### config.mk
export PLATFORM = sky130hd
export DESIGN_NAME = miner_ctrl_multicore
export DESIGN_NICKNAME = d
export VERILOG_FILES = /design/src/rtl/miner_pkg.sv /design/src/rtl/miner_ctrl_multicore_nonce_sequencer.sv /design/src/rtl/miner_ctrl_multicore.sv
export SDC_FILE = /design/constraint.sdc
export NUM_CORES = 1
export LEC_CHECK = 0
export BUFFER_PORTS_ARGS = -buffer_cell sky130_fd_sc_hd__buf_2
export CAP_MARGIN = 30
export CORE_AREA = 2 2 94 96
export CTS_CLUSTER_SIZE = 14
export DETAILED_ROUTE_END_ITERATION = 6
export DIE_AREA = 0 0 96 98
export GPL_TIMING_DRIVEN = 0
export MAX_ROUTING_LAYER = met4
export PLACE_DENSITY = 0.74
export SLEW_MARGIN = 10
export SYNTH_ARGS = -nofsm -noshare
export SYNTH_HDL_FRONTEND = slang
export SYNTH_SLANG_ARGS = --single-unit
### constraint.sdc
create_clock -name clk -period 4.9 [get_ports clk]
set_input_delay 0.245 -clock clk [delete_from_list [all_inputs] [get_ports clk]]
set_output_delay 0.245 -clock clk [all_outputs]
set_load 0.02 [all_outputs]
### src/rtl/miner_pkg.sv
// Shared types and sizing helpers for the multicore miner controller.
package miner_pkg;

    typedef enum logic [2:0] {
        ST_IDLE     = 3'd0,
        ST_LOAD_TGT = 3'd1,
        ST_ISSUE    = 3'd2,
        ST_WAIT     = 3'd3,
        ST_EVAL     = 3'd4,
        ST_ADVANCE  = 3'd5,
        ST_FOUND    = 3'd6,
        ST_ERR      = 3'd7
    } miner_state_t;

    // A single core still needs a one-bit index so port widths never collapse to zero.
    function automatic int core_idx_w(input int n_cores);
        return (n_cores > 1) ? $clog2(n_cores) : 1;
    endfunction

    localparam int CORE_IDX_W = core_idx_w(4);

endpackage

### src/rtl/miner_ctrl_multicore_nonce_sequencer.sv
// Batch base register: clears, steps by N_CORES with carry-out, and forms base+index for the winner.
module nonce_sequencer #(
    parameter int N_CORES = 4,
    parameter int NONCE_W = 32,
    parameter int IDX_W   = 2
) (
    input  logic               clk,
    input  logic               rst,
    input  logic               load_zero_i,
    input  logic               advance_i,
    input  logic [IDX_W-1:0]   win_idx_i,
    output logic [NONCE_W-1:0] base_o,
    output logic               carry_o,
    output logic [NONCE_W-1:0] winner_o
);

    logic [NONCE_W-1:0] base_q;
    logic [NONCE_W-1:0] base_d;
    logic [NONCE_W:0]   sum_s;

    // Step and winner arithmetic plus base next-state.
    always_comb begin
        sum_s    = {1'b0, base_q} + (NONCE_W+1)'(N_CORES);
        carry_o  = sum_s[NONCE_W];
        winner_o = base_q + NONCE_W'(win_idx_i);
        if (load_zero_i) begin
            base_d = '0;
        end else if (advance_i) begin
            base_d = sum_s[NONCE_W-1:0];
        end else begin
            base_d = base_q;
        end
    end

    // Base register; the wrap on carry-out lands on zero because the base stays N_CORES-aligned.
    always_ff @(posedge clk or posedge rst) begin
        if (rst) begin
            base_q <= '0;
        end else begin
            base_q <= base_d;
        end
    end

    assign base_o = base_q;

endmodule

### src/rtl/miner_ctrl_multicore.sv
// Lockstep batch scheduler for N_CORES SHA cores: issue, collect done/hit, pick lowest winner, advance.
module miner_ctrl_multicore
    import miner_pkg::*;
#(
    parameter int N_CORES     = 4,
    parameter int NONCE_W     = 32,
    parameter int TIMEOUT_CYC = 128
) (
    input  logic               clk,
    input  logic               rst,
    input  logic               new_target,
    input  logic               new_msg,
    input  logic               abort,
    input  logic [N_CORES-1:0] core_done,
    input  logic [N_CORES-1:0] core_hit,
    output logic               begin_sha,
    output logic [NONCE_W-1:0] nonce_base,
    output logic               btc_found,
    output logic [NONCE_W-1:0] winning_nonce,
    output logic               busy,
    output logic               exhausted,
    output logic               timeout_err
);

    localparam int                 IDX_W     = core_idx_w(N_CORES);
    localparam int                 WDOG_W    = $clog2(TIMEOUT_CYC);
    localparam logic [WDOG_W-1:0]  WDOG_LAST = WDOG_W'(TIMEOUT_CYC - 1);
    localparam logic [N_CORES-1:0] ALL_DONE  = '1;

    function automatic logic [IDX_W-1:0] lowest_set(input logic [N_CORES-1:0] mask);
        logic [IDX_W-1:0] idx;
        idx = '0;
        for (int i = N_CORES - 1; i >= 0; i--) begin
            idx = mask[i] ? IDX_W'(i) : idx;
        end
        return idx;
    endfunction

    miner_state_t       state_q, state_d;
    logic [N_CORES-1:0] done_mask_q, done_mask_d;
    logic [N_CORES-1:0] hit_mask_q, hit_mask_d;
    logic [WDOG_W-1:0]  wdog_q, wdog_d;
    logic               resume_q, resume_d;
    logic               msg_pending_q, msg_pending_d;
    logic               exhausted_q, exhausted_d;
    logic               timeout_err_q, timeout_err_d;
    logic [NONCE_W-1:0] winning_nonce_q, winning_nonce_d;
    logic               begin_sha_q, begin_sha_d;
    logic               btc_found_q, btc_found_d;
    logic               busy_q, busy_d;
    logic               busy_now_s;
    logic               all_done_s;
    logic               seq_load_zero_s;
    logic               seq_advance_s;
    logic               seq_carry_s;
    logic [IDX_W-1:0]   win_idx_s;
    logic [NONCE_W-1:0] seq_winner_s;

    assign busy_now_s = (state_q == ST_ISSUE) || (state_q == ST_WAIT) ||
                        (state_q == ST_EVAL)  || (state_q == ST_ADVANCE);
    assign all_done_s = ((done_mask_q | core_done) == ALL_DONE);
    assign win_idx_s  = lowest_set(hit_mask_q);

    nonce_sequencer #(
        .N_CORES (N_CORES),
        .NONCE_W (NONCE_W),
        .IDX_W   (IDX_W)
    ) u_seq (
        .clk         (clk),
        .rst         (rst),
        .load_zero_i (seq_load_zero_s),
        .advance_i   (seq_advance_s),
        .win_idx_i   (win_idx_s),
        .base_o      (nonce_base),
        .carry_o     (seq_carry_s),
        .winner_o    (seq_winner_s)
    );

    // State register.
    always_ff @(posedge clk or posedge rst) begin
        if (rst) begin
            state_q <= ST_IDLE;
        end else begin
            state_q <= state_d;
        end
    end

    // Next state: host overrides first (abort > new_target > new_msg), then per-state flow.
    always_comb begin
        state_d = state_q;
        if (abort) begin
            state_d = ST_IDLE;
        end else if (new_target) begin
            state_d = ST_LOAD_TGT;
        end else if (new_msg) begin
            state_d = ST_ISSUE;
        end else begin
            case (state_q)
                ST_IDLE:     state_d = ST_IDLE;
                ST_ERR:      state_d = ST_ERR;
                ST_LOAD_TGT: state_d = (msg_pending_q || resume_q) ? ST_ISSUE : ST_IDLE;
                ST_ISSUE:    state_d = ST_WAIT;
                ST_WAIT: begin
                    if (all_done_s) begin
                        state_d = ST_EVAL;
                    end else if (wdog_q == WDOG_LAST) begin
                        state_d = ST_ERR;
                    end else begin
                        state_d = ST_WAIT;
                    end
                end
                ST_EVAL:     state_d = (hit_mask_q != '0) ? ST_FOUND : ST_ADVANCE;
                ST_ADVANCE:  state_d = seq_carry_s ? ST_ERR : ST_ISSUE;
                ST_FOUND:    state_d = ST_IDLE;
                default:     state_d = ST_IDLE;
            endcase
        end
    end

    // Datapath and output next values; masks and watchdog fall back to zero outside WAIT.
    always_comb begin
        done_mask_d     = '0;
        hit_mask_d      = '0;
        wdog_d          = '0;
        resume_d        = resume_q;
        msg_pending_d   = msg_pending_q;
        exhausted_d     = exhausted_q;
        timeout_err_d   = timeout_err_q;
        winning_nonce_d = winning_nonce_q;
        seq_load_zero_s = 1'b0;
        seq_advance_s   = 1'b0;
        if (abort) begin
            resume_d      = 1'b0;
            msg_pending_d = 1'b0;
        end else if (new_target) begin
            resume_d = resume_q | busy_now_s;
            if (new_msg) begin
                msg_pending_d   = 1'b1;
                seq_load_zero_s = 1'b1;
                exhausted_d     = 1'b0;
                timeout_err_d   = 1'b0;
                winning_nonce_d = '0;
            end else begin
                msg_pending_d = msg_pending_q;
            end
        end else if (new_msg) begin
            resume_d        = 1'b0;
            msg_pending_d   = 1'b0;
            seq_load_zero_s = 1'b1;
            exhausted_d     = 1'b0;
            timeout_err_d   = 1'b0;
            winning_nonce_d = '0;
        end else begin
            case (state_q)
                ST_LOAD_TGT: begin
                    resume_d      = 1'b0;
                    msg_pending_d = 1'b0;
                end
                ST_WAIT: begin
                    // A repeat done from a core already counted must not add a late hit.
                    done_mask_d   = done_mask_q | core_done;
                    hit_mask_d    = hit_mask_q | (core_done & ~done_mask_q & core_hit);
                    wdog_d        = wdog_q + WDOG_W'(1);
                    timeout_err_d = timeout_err_q | (~all_done_s & (wdog_q == WDOG_LAST));
                end
                ST_EVAL: begin
                    winning_nonce_d = (hit_mask_q != '0) ? seq_winner_s : winning_nonce_q;
                end
                ST_ADVANCE: begin
                    seq_advance_s = 1'b1;
                    exhausted_d   = exhausted_q | seq_carry_s;
                end
                default: begin
                    resume_d = resume_q;
                end
            endcase
        end
        begin_sha_d = (state_d == ST_ISSUE);
        btc_found_d = (state_d == ST_FOUND);
        busy_d      = (state_d == ST_ISSUE) || (state_d == ST_WAIT) ||
                      (state_d == ST_EVAL)  || (state_d == ST_ADVANCE);
    end

    // Datapath and registered Moore outputs.
    always_ff @(posedge clk or posedge rst) begin
        if (rst) begin
            done_mask_q     <= '0;
            hit_mask_q      <= '0;
            wdog_q          <= '0;
            resume_q        <= 1'b0;
            msg_pending_q   <= 1'b0;
            exhausted_q     <= 1'b0;
            timeout_err_q   <= 1'b0;
            winning_nonce_q <= '0;
            begin_sha_q     <= 1'b0;
            btc_found_q     <= 1'b0;
            busy_q          <= 1'b0;
        end else begin
            done_mask_q     <= done_mask_d;
            hit_mask_q      <= hit_mask_d;
            wdog_q          <= wdog_d;
            resume_q        <= resume_d;
            msg_pending_q   <= msg_pending_d;
            exhausted_q     <= exhausted_d;
            timeout_err_q   <= timeout_err_d;
            winning_nonce_q <= winning_nonce_d;
            begin_sha_q     <= begin_sha_d;
            btc_found_q     <= btc_found_d;
            busy_q          <= busy_d;
        end
    end

    assign begin_sha     = begin_sha_q;
    assign btc_found     = btc_found_q;
    assign busy          = busy_q;
    assign exhausted     = exhausted_q;
    assign timeout_err   = timeout_err_q;
    assign winning_nonce = winning_nonce_q;

endmodule

==> results of run 1 <==
-- stage by stage --
stage          power, µW  instances  setup WS, ps
6_report            1460        642          2670
5_1_grt             1500        642          2370
4_1_cts             1470        642          2590
3_5_place_dp         803        626          2620
3_3_place_gp         799        625          1430
2_1_floorplan        779        440          2400
-- routing by layer --
layer	GRT usage, %	routed length (µm)	share of wire (%)
met4	7.80	118	1.2
met2	37.0	5010	50
met3	4.94	577	5.7
met5	-	0	0
met1	30.6	4360	43
-- critical path, cell delays in order, from the launching register on --
cell and delay [ps]:
dfrtp_1 420, nor4_1 460, nor3_1 160, a21oi_2 450, clkbuf_1 460, nand2_1 110
o41ai_1 70
-- flip-flops by register name, summed over array words and instances (netlist names), 3 cells and up --
| register | cells |
|---|---|
| wdog_q | 7 |
| hit_mask_q | 4 |
| u_seq.base_o | 30 |
| state_q | 3 |
| done_mask_q | 4 |
| winning_nonce | 32 |
-- layout make-up --
| type | count | area (µm²) |
|---|---|---|
| clock inverter | 5 | 129 |
| fill | 761 | 3420 |
| multi-input combinational | 316 | 1870 |
| buffer | 24 | 131 |
| timing repair buffer | 79 | 415 |
| sequential | 87 | 2180 |
| clock buffer | 10 | 138 |
| inverter | 13 | 51.3 |
| tap | 108 | 135 |
-- cells in the mapped netlist (3+ instances only) --
library cell,number,area [µm²]
dfrtp_1,87,2180
nor2_1,64,240
nand2_1,60,225
xor2_1,41,359
o21ai_0,23,115
nand3_1,22,110
nand4_1,16,100
inv_1,12,45.0
nor3_1,12,60.1
clkbuf_1,10,37.5
a22o_1,8,70.1
xnor2_1,8,70.1
a21oi_1,7,35.0
buf_2,7,35.0
a31oi_1,6,37.5
nand2b_1,5,31.3
o31ai_1,4,30.0
and3_1,3,18.8
and4_1,3,26.3
buf_6,3,33.8
ha_1,3,37.5
-- logic make-up after synthesis --
| group | count (synthesis) | synth area share (%) |
|---|---|---|
| simple gates | 198 | 22.3 |
| flops | 87 | 51.6 |
| compound gates | 61 | 10.3 |
| xor+xnor | 49 | 10.2 |
| buf+inv | 37 | 4.27 |
| fa+ha+maj | 3 | 0.889 |
| mux | 2 | 0.504 |
| other cells | 1 | 0.0888 |
-- how the worst min path moves through the flow --
stage / startpoint / end / slack, ps / cells after the start
6_report: core_hit[3] / hit_mask_q[3]$_DFF_PP0_ / 140 / 3
2_1_floorplan: core_done[0] / done_mask_q[0]$_DFF_PP0_ / 380 / 2
3_5_place_dp: rst / winning_nonce[1]$_DFFE_PP0P_ / 370 / 2
3_3_place_gp: wdog_q[0]$_DFF_PP0_ / wdog_q[0]$_DFF_PP0_ / 440 / 1
5_1_grt: core_done[1] / done_mask_q[1]$_DFF_PP0_ / 150 / 3
4_1_cts: core_hit[3] / hit_mask_q[3]$_DFF_PP0_ / 130 / 3
-- power groups by stage --
| stage | clock network (µW) | logic [µW] | registers, µW |
|---|---|---|---|
| 2_1_floorplan | 0 | 41.7 | 737 |
| 3_3_place_gp | 0 | 62.3 | 737 |
| 3_5_place_dp | 0 | 66.1 | 737 |
| 4_1_cts | 677 | 67.0 | 722 |
| 5_1_grt | 707 | 73.5 | 723 |
| 6_report | 669 | 65.6 | 722 |
==> metrics.md, run 1 <==
| Metric | Value |
|---|---|
| Aggregate global routing overflow | `0` |
| CTS Hold Bufs | `1` |
| Clock Sinks | `87` |
| Std cell rows | `34` |
| RSZ-0062 raised after global routing | `no` |
| Switch share | `21.7%` |
| Internal power | `1140 µW` |
| TritonCTS Buffers | `9` |
| EDFF count, synth | `0` |
| Synthesized netlist cell count | `438` |
| Final setup viols | `0` |
| H-tree depth | `3` |
| Input/output buffers | `77` |
| Yosys warning count | `0` |
| DIE AREA | `9410 µm²` |
| Worst EP required | `5160 ps` |
| CP Launch Point | `hit_mask_q[1]$_DFF_PP0_` |
| CP Launch Type | `register` |
| Status | `complete, no violations` |
| Clk_skew | `9.74 ps` |
| Final Util | `59.6%` |
| CP Capture Point | `winning_nonce[0]$_DFFE_PP0P_` |
| Dpl hpwl | `7330 µm` |
| Crit path DAT | `2490 ps` |
| Pwr/cell area | `289 nW/µm²` |
| Vias in the first global route | `3387` |
| Io pins | `82` |
| Inserted Diodes | `0` |
| Comb pwr share | `4.5%` |
| CTS tree | `done` |
| Postcts setup bufs | `0` |
| Slew of the pin with the lowest slew margin | `612 ps` |
| Final GP Congestion | `0.908` |
| Core area | `8470 µm²` |
| Initial core utilization | `49.9%` |
| Post-synthesis cell area | `4220 µm²` |
| Average footprint of a synthesized cell | `9.64 µm²` |
| Largest net degree at the start of global routing | `49` |
| Die X | `96 µm` |
| Commonest non-fill, non-tap cell in the layout | `dfrtp_1` |
| Crit path time final | `2230 ps` |
| Crit Path Max Fanout | `10` |
| Worst skew pair latency | `370 ps` |
| Die height | `98 µm` |
| Post-DP Area | `4770 µm²` |
| Final Hold Viols | `0` |
| RR Startpoint | `hit_mask_q[1]$_DFF_PP0_` |
| Post-synthesis register bit count | `87` |
| Routed wire length | `10100 µm` |
| Asr flop ratio synth | `100%` |
| Drt wl/cell | `15.7 µm` |
| DRC | `0` |
| Starting DRT DRC Count | `195` |
| Initial antenna violation count | `0` |
| PostCTS Resize Cnt | `0` |
| Switching pwr | `315 µW` |
| Max-slew violations | `0` |
| Worst reg2reg path depth | `6` |
| First drt pass iteration count | `4` |
| WHS | `138 ps` |
| Worst setup EP type | `register` |
| Register share of total power | `49.6%` |
| Capture point of the worst reg-to-reg path | `winning_nonce[0]$_DFFE_PP0P_` |
| Slew margin rel. | `59.0%` |
| Detailed-route via count | `3458` |
| Design area | `5050 µm²` |
| Ratio of cells with drive above 1 in the final layout | `22.1%` |
| Worst Path Class, Setup | `reg -> reg` |
| Main synth FF type | `dfrtp_1` |
| Area delta synth->final | `19.6%` |
| HP Class | `in -> reg` |
| Nets | `546` |
| First-pass GRT wire length | `16700 µm` |
| Total GRT Usage | `23.6%` |
| Final ANT Viol Nets | `0` |
| Most frequent cells in the layout | `dfrtp_1 (87), buf_2 (84), nor2_1 (64)` |
| Worst-path clk slew | `80 ps` |
| MaxCap Viol Count | `0` |
| Yosys cell types | `47` |
| Clock power share | `45.9%` |
| Sequential area share after synthesis | `51.6%` |
| Crit share post-route | `45.6%` |
| Clock Tree Root | `clkbuf_8` |
| Setup_tns | `0 ps` |
| Reg2Reg Setup Slack | `2670 ps` |
| Detailed-route vias per instance | `5.39` |
| Worst IR Drop VDD | `0.000160 V` |
| Worst-case clock buffer depth | `2` |
| Static Leak | `0.00246 µW` |
| Max Fclk | `0.447 GHz` |
Power figures use the tool's default switching activity.
==> run 2, diff against run 1 <==
- CORE_AREA: 2 2 94 96 -> 2 2 95 97
- DIE_AREA: 0 0 96 98 -> 0 0 97 99
- PLACE_DENSITY: 0.74 -> 0.75
- clock period: 4.9 -> 2.05 ns (I/O delays scaled with it)
==> run 2 against run 1 <==
Sequential power is 140% higher. Setup slack worse by 2600 ps. First-iteration DRC count is 21% lower. Count of clock-buffer cells in the layout grew 2. Routed wire length rose by 1.3%. Cell area increased by 1.1%. Critical path depth increased by 1. Core utilization hardly changed. Final cell count rose by 0.93%. Global-route usage is 1.0 points lower. Largest power group unchanged. Highest routed layer unchanged.
==> metrics.md, run 2 (synthesis gave the netlist of run 1 again) <==
| Metric | Value |
|---|---|
| Dpl hpwl | `7430 µm (+1.4%)` |
| Initial core utilization | `49.4% (-0.50 points)` |
| Std cell rows | `34 (unchanged)` |
| RSZ-0062 raised after global routing | `yes` |
| Final GP Congestion | `0.898 (-1.1%)` |
| Detailed-route vias per instance | `5.46 (+1.4%)` |
| Crit Path Max Fanout | `10 (unchanged)` |
| Max-slew violations | `0 (unchanged)` |
| Total GRT Usage | `22.6% (-1.0 points)` |
| Io pins | `82 (unchanged)` |
| Commonest non-fill, non-tap cell in the layout | `dfrtp_1` |
| Crit path largest cell delay | `490 ps (+30 ps)` |
| Clock power share | `39.9% (-6.0 points)` |
| Worst Path Class, Setup | `reg -> reg` |
| TritonCTS Buffers | `9 (unchanged)` |
| Register share of total power | `54.7% (+5.1 points)` |
| First drt pass iteration count | `4 (unchanged)` |
| Crit path time final | `1970 ps (-265 ps)` |
| Die height | `99 µm (+1.0%)` |
| Delay-heaviest family, CP | `compound AO/OA/AOI/OAI gates` |
| Vias in the first global route | `3546 (+4.7%)` |
| CP max stage cell | `a2111oi_4` |
| Clock Tree Root | `clkbuf_8` |
| H-tree depth | `3 (unchanged)` |
| Pwr/cell area | `618 nW/µm² (+110%)` |
| Ratio of cells with drive above 1 in the final layout | `24.6% (+2.5 points)` |
| Most frequent cells in the layout | `dfrtp_1 (85), buf_2 (84), nor2_1 (64)` |
| Starting DRT DRC Count | `154 (-21%)` |
| Max Fclk | `0.508 GHz (+13%)` |
| Drt wl/cell | `15.7 µm (+0.40%)` |
| Crit share post-route | `96.1% (+50 points)` |
| MaxCap Viol Count | `0 (unchanged)` |
| Die X | `97 µm (+1.0%)` |
| Initial antenna violation count | `0 (unchanged)` |
| Clock Sinks | `87 (unchanged)` |
| Nets | `551 (+0.92%)` |
| Worst skew pair latency | `370 ps (about the same)` |
| Slew of the pin with the lowest slew margin | `661 ps (+48.9 ps)` |
| Routed wire length | `10200 µm (+1.3%)` |
| CTS tree | `done` |
| Area delta synth->final | `20.9%` |
| Final Hold Viols | `0 (unchanged)` |
| Worst EP required | `2270 ps (-2890 ps)` |
| Worst-path clk slew | `80 ps (about the same)` |
| Static Leak | `0.00248 µW (+0.61%)` |
| DRC | `0 (unchanged)` |
| WHS | `14.5 ps (-124 ps)` |
| Slew margin rel. | `55.8% (-3.3 points)` |
| Final ANT Viol Nets | `0 (unchanged)` |
| Final setup viols | `0 (unchanged)` |
| Crit path DAT | `2190 ps (-300 ps)` |
| CP Launch Type | `register` |
| Clk_skew | `14.3 ps (+4.55 ps)` |
| Switching pwr | `750 µW (+140%)` |
| Internal power | `2400 µW (+110%)` |
| HP Class | `in -> reg` |
| Largest net degree at the start of global routing | `40 (-18%)` |
| Total power | `3150 µW (+120%)` |
| Status | `complete, no violations` |
| Worst setup EP type | `register` |
| Worst-case clock buffer depth | `2 (unchanged)` |
| Worst Path Buf+Inv | `2 (+1)` |
| Input/output buffers | `77 (unchanged)` |
| Inserted Diodes | `0 (unchanged)` |
| CP cell instances | `buf_2, nand4bb_4, a2111oi_4, buf_4, nand3_1, xor2_1, nor2_1` |
| Worst IR Drop VDD | `0.000351 V (+120%)` |
| Final Util | `59.7% (about the same)` |
| Switch share | `23.8% (+2.1 points)` |
| Detailed-route via count | `3540 (+2.4%)` |
| Comb pwr share | `5.3% (+0.8 points)` |
| Core area | `8550 µm² (+1.0%)` |
| Aggregate global routing overflow | `0 (unchanged)` |
| First-pass GRT wire length | `17000 µm (+1.6%)` |
| DIE AREA | `9600 µm² (+2.1%)` |
| Fill count | `722 (-5.1%)` |
| Setup_tns | `0 ps (unchanged)` |
| Largest register FFs | `32 (unchanged)` |
run 2: power groups by stage:
stage / registers (µW) / clock network [µW] / logic, µW
after floorplan: 1760 / 0 / 100
final: 1730 / 1260 / 168
after detailed placement: 1760 / 0 / 163
after global placement: 1760 / 0 / 150
after global routing: 1730 / 1340 / 189
after CTS: 1730 / 1280 / 168
run 2: worst reg2reg max path, delay by kind of cell (launching register included):
kind | cells | cell delay (ps)
buf+inv | 2 | 370
xor+xnor | 1 | 200
flops | 1 | 360
simple gates | 3 | 420
compound gates | 1 | 490
run 2: worst paths after layout:
kind                                      start                             to  slack, ps  depth (start not counted)
max                        state_q[1]$_DFF_PP0_   u_seq.base_o[30]$_DFFE_PP0P_         80                          7
min                                 core_hit[1]        hit_mask_q[1]$_DFF_PP0_         10                          3
max reg2reg                state_q[1]$_DFF_PP0_   u_seq.base_o[30]$_DFFE_PP0P_         80                          7
min reg2reg                 wdog_q[0]$_DFF_PP0_            wdog_q[0]$_DFF_PP0_        460                          1
max in group asynchronous                   rst    u_seq.base_o[3]$_DFFE_PP0P_       1110                          4
min in group asynchronous                   rst  winning_nonce[28]$_DFFE_PP0P_        340                          3
run 2: per-stage QoR:
stage,area (µm²),setup WS (ps),cells
after global routing,5100,-14.0,648
after detailed placement,4790,-249,627
after CTS,5030,19.9,645
after floorplan,4230,169,440
after global placement,4750,-174,625
final,5100,80.0,648
run 2: layer usage:
metal  GRT usage (%)  vias to the layer above  routed length (µm)
met5               -                        -                   0
li1                -                     1676                   -
met2            35.3                      113                5050
met3            6.67                       22                 646
met4            8.99                        0                 210
met1            27.9                     1729                4290
run 2: repair_timing:
action | in CTS | in global routing
pin swaps | 2 | 3
buffers inserted | 0 | 3
endpoints found under the setup margin | 25 | 48
hold endpoints to repair | 23 | 0
hold buffers | 2 | 0
gates resized for setup | 4 | 11
run 2: area by class of cell:
cell class / instances / area, µm² / area share (%)
multi-input combinational: 316 / 1920 / 37.6
clock buffer: 12 / 155 / 3.04
tap: 108 / 135 / 2.65
clock inverter: 4 / 53.8 / 1.05
inverter: 13 / 52.6 / 1.03
timing repair buffer: 84 / 468 / 9.17
buffer: 24 / 138 / 2.70
sequential: 87 / 2180 / 42.7
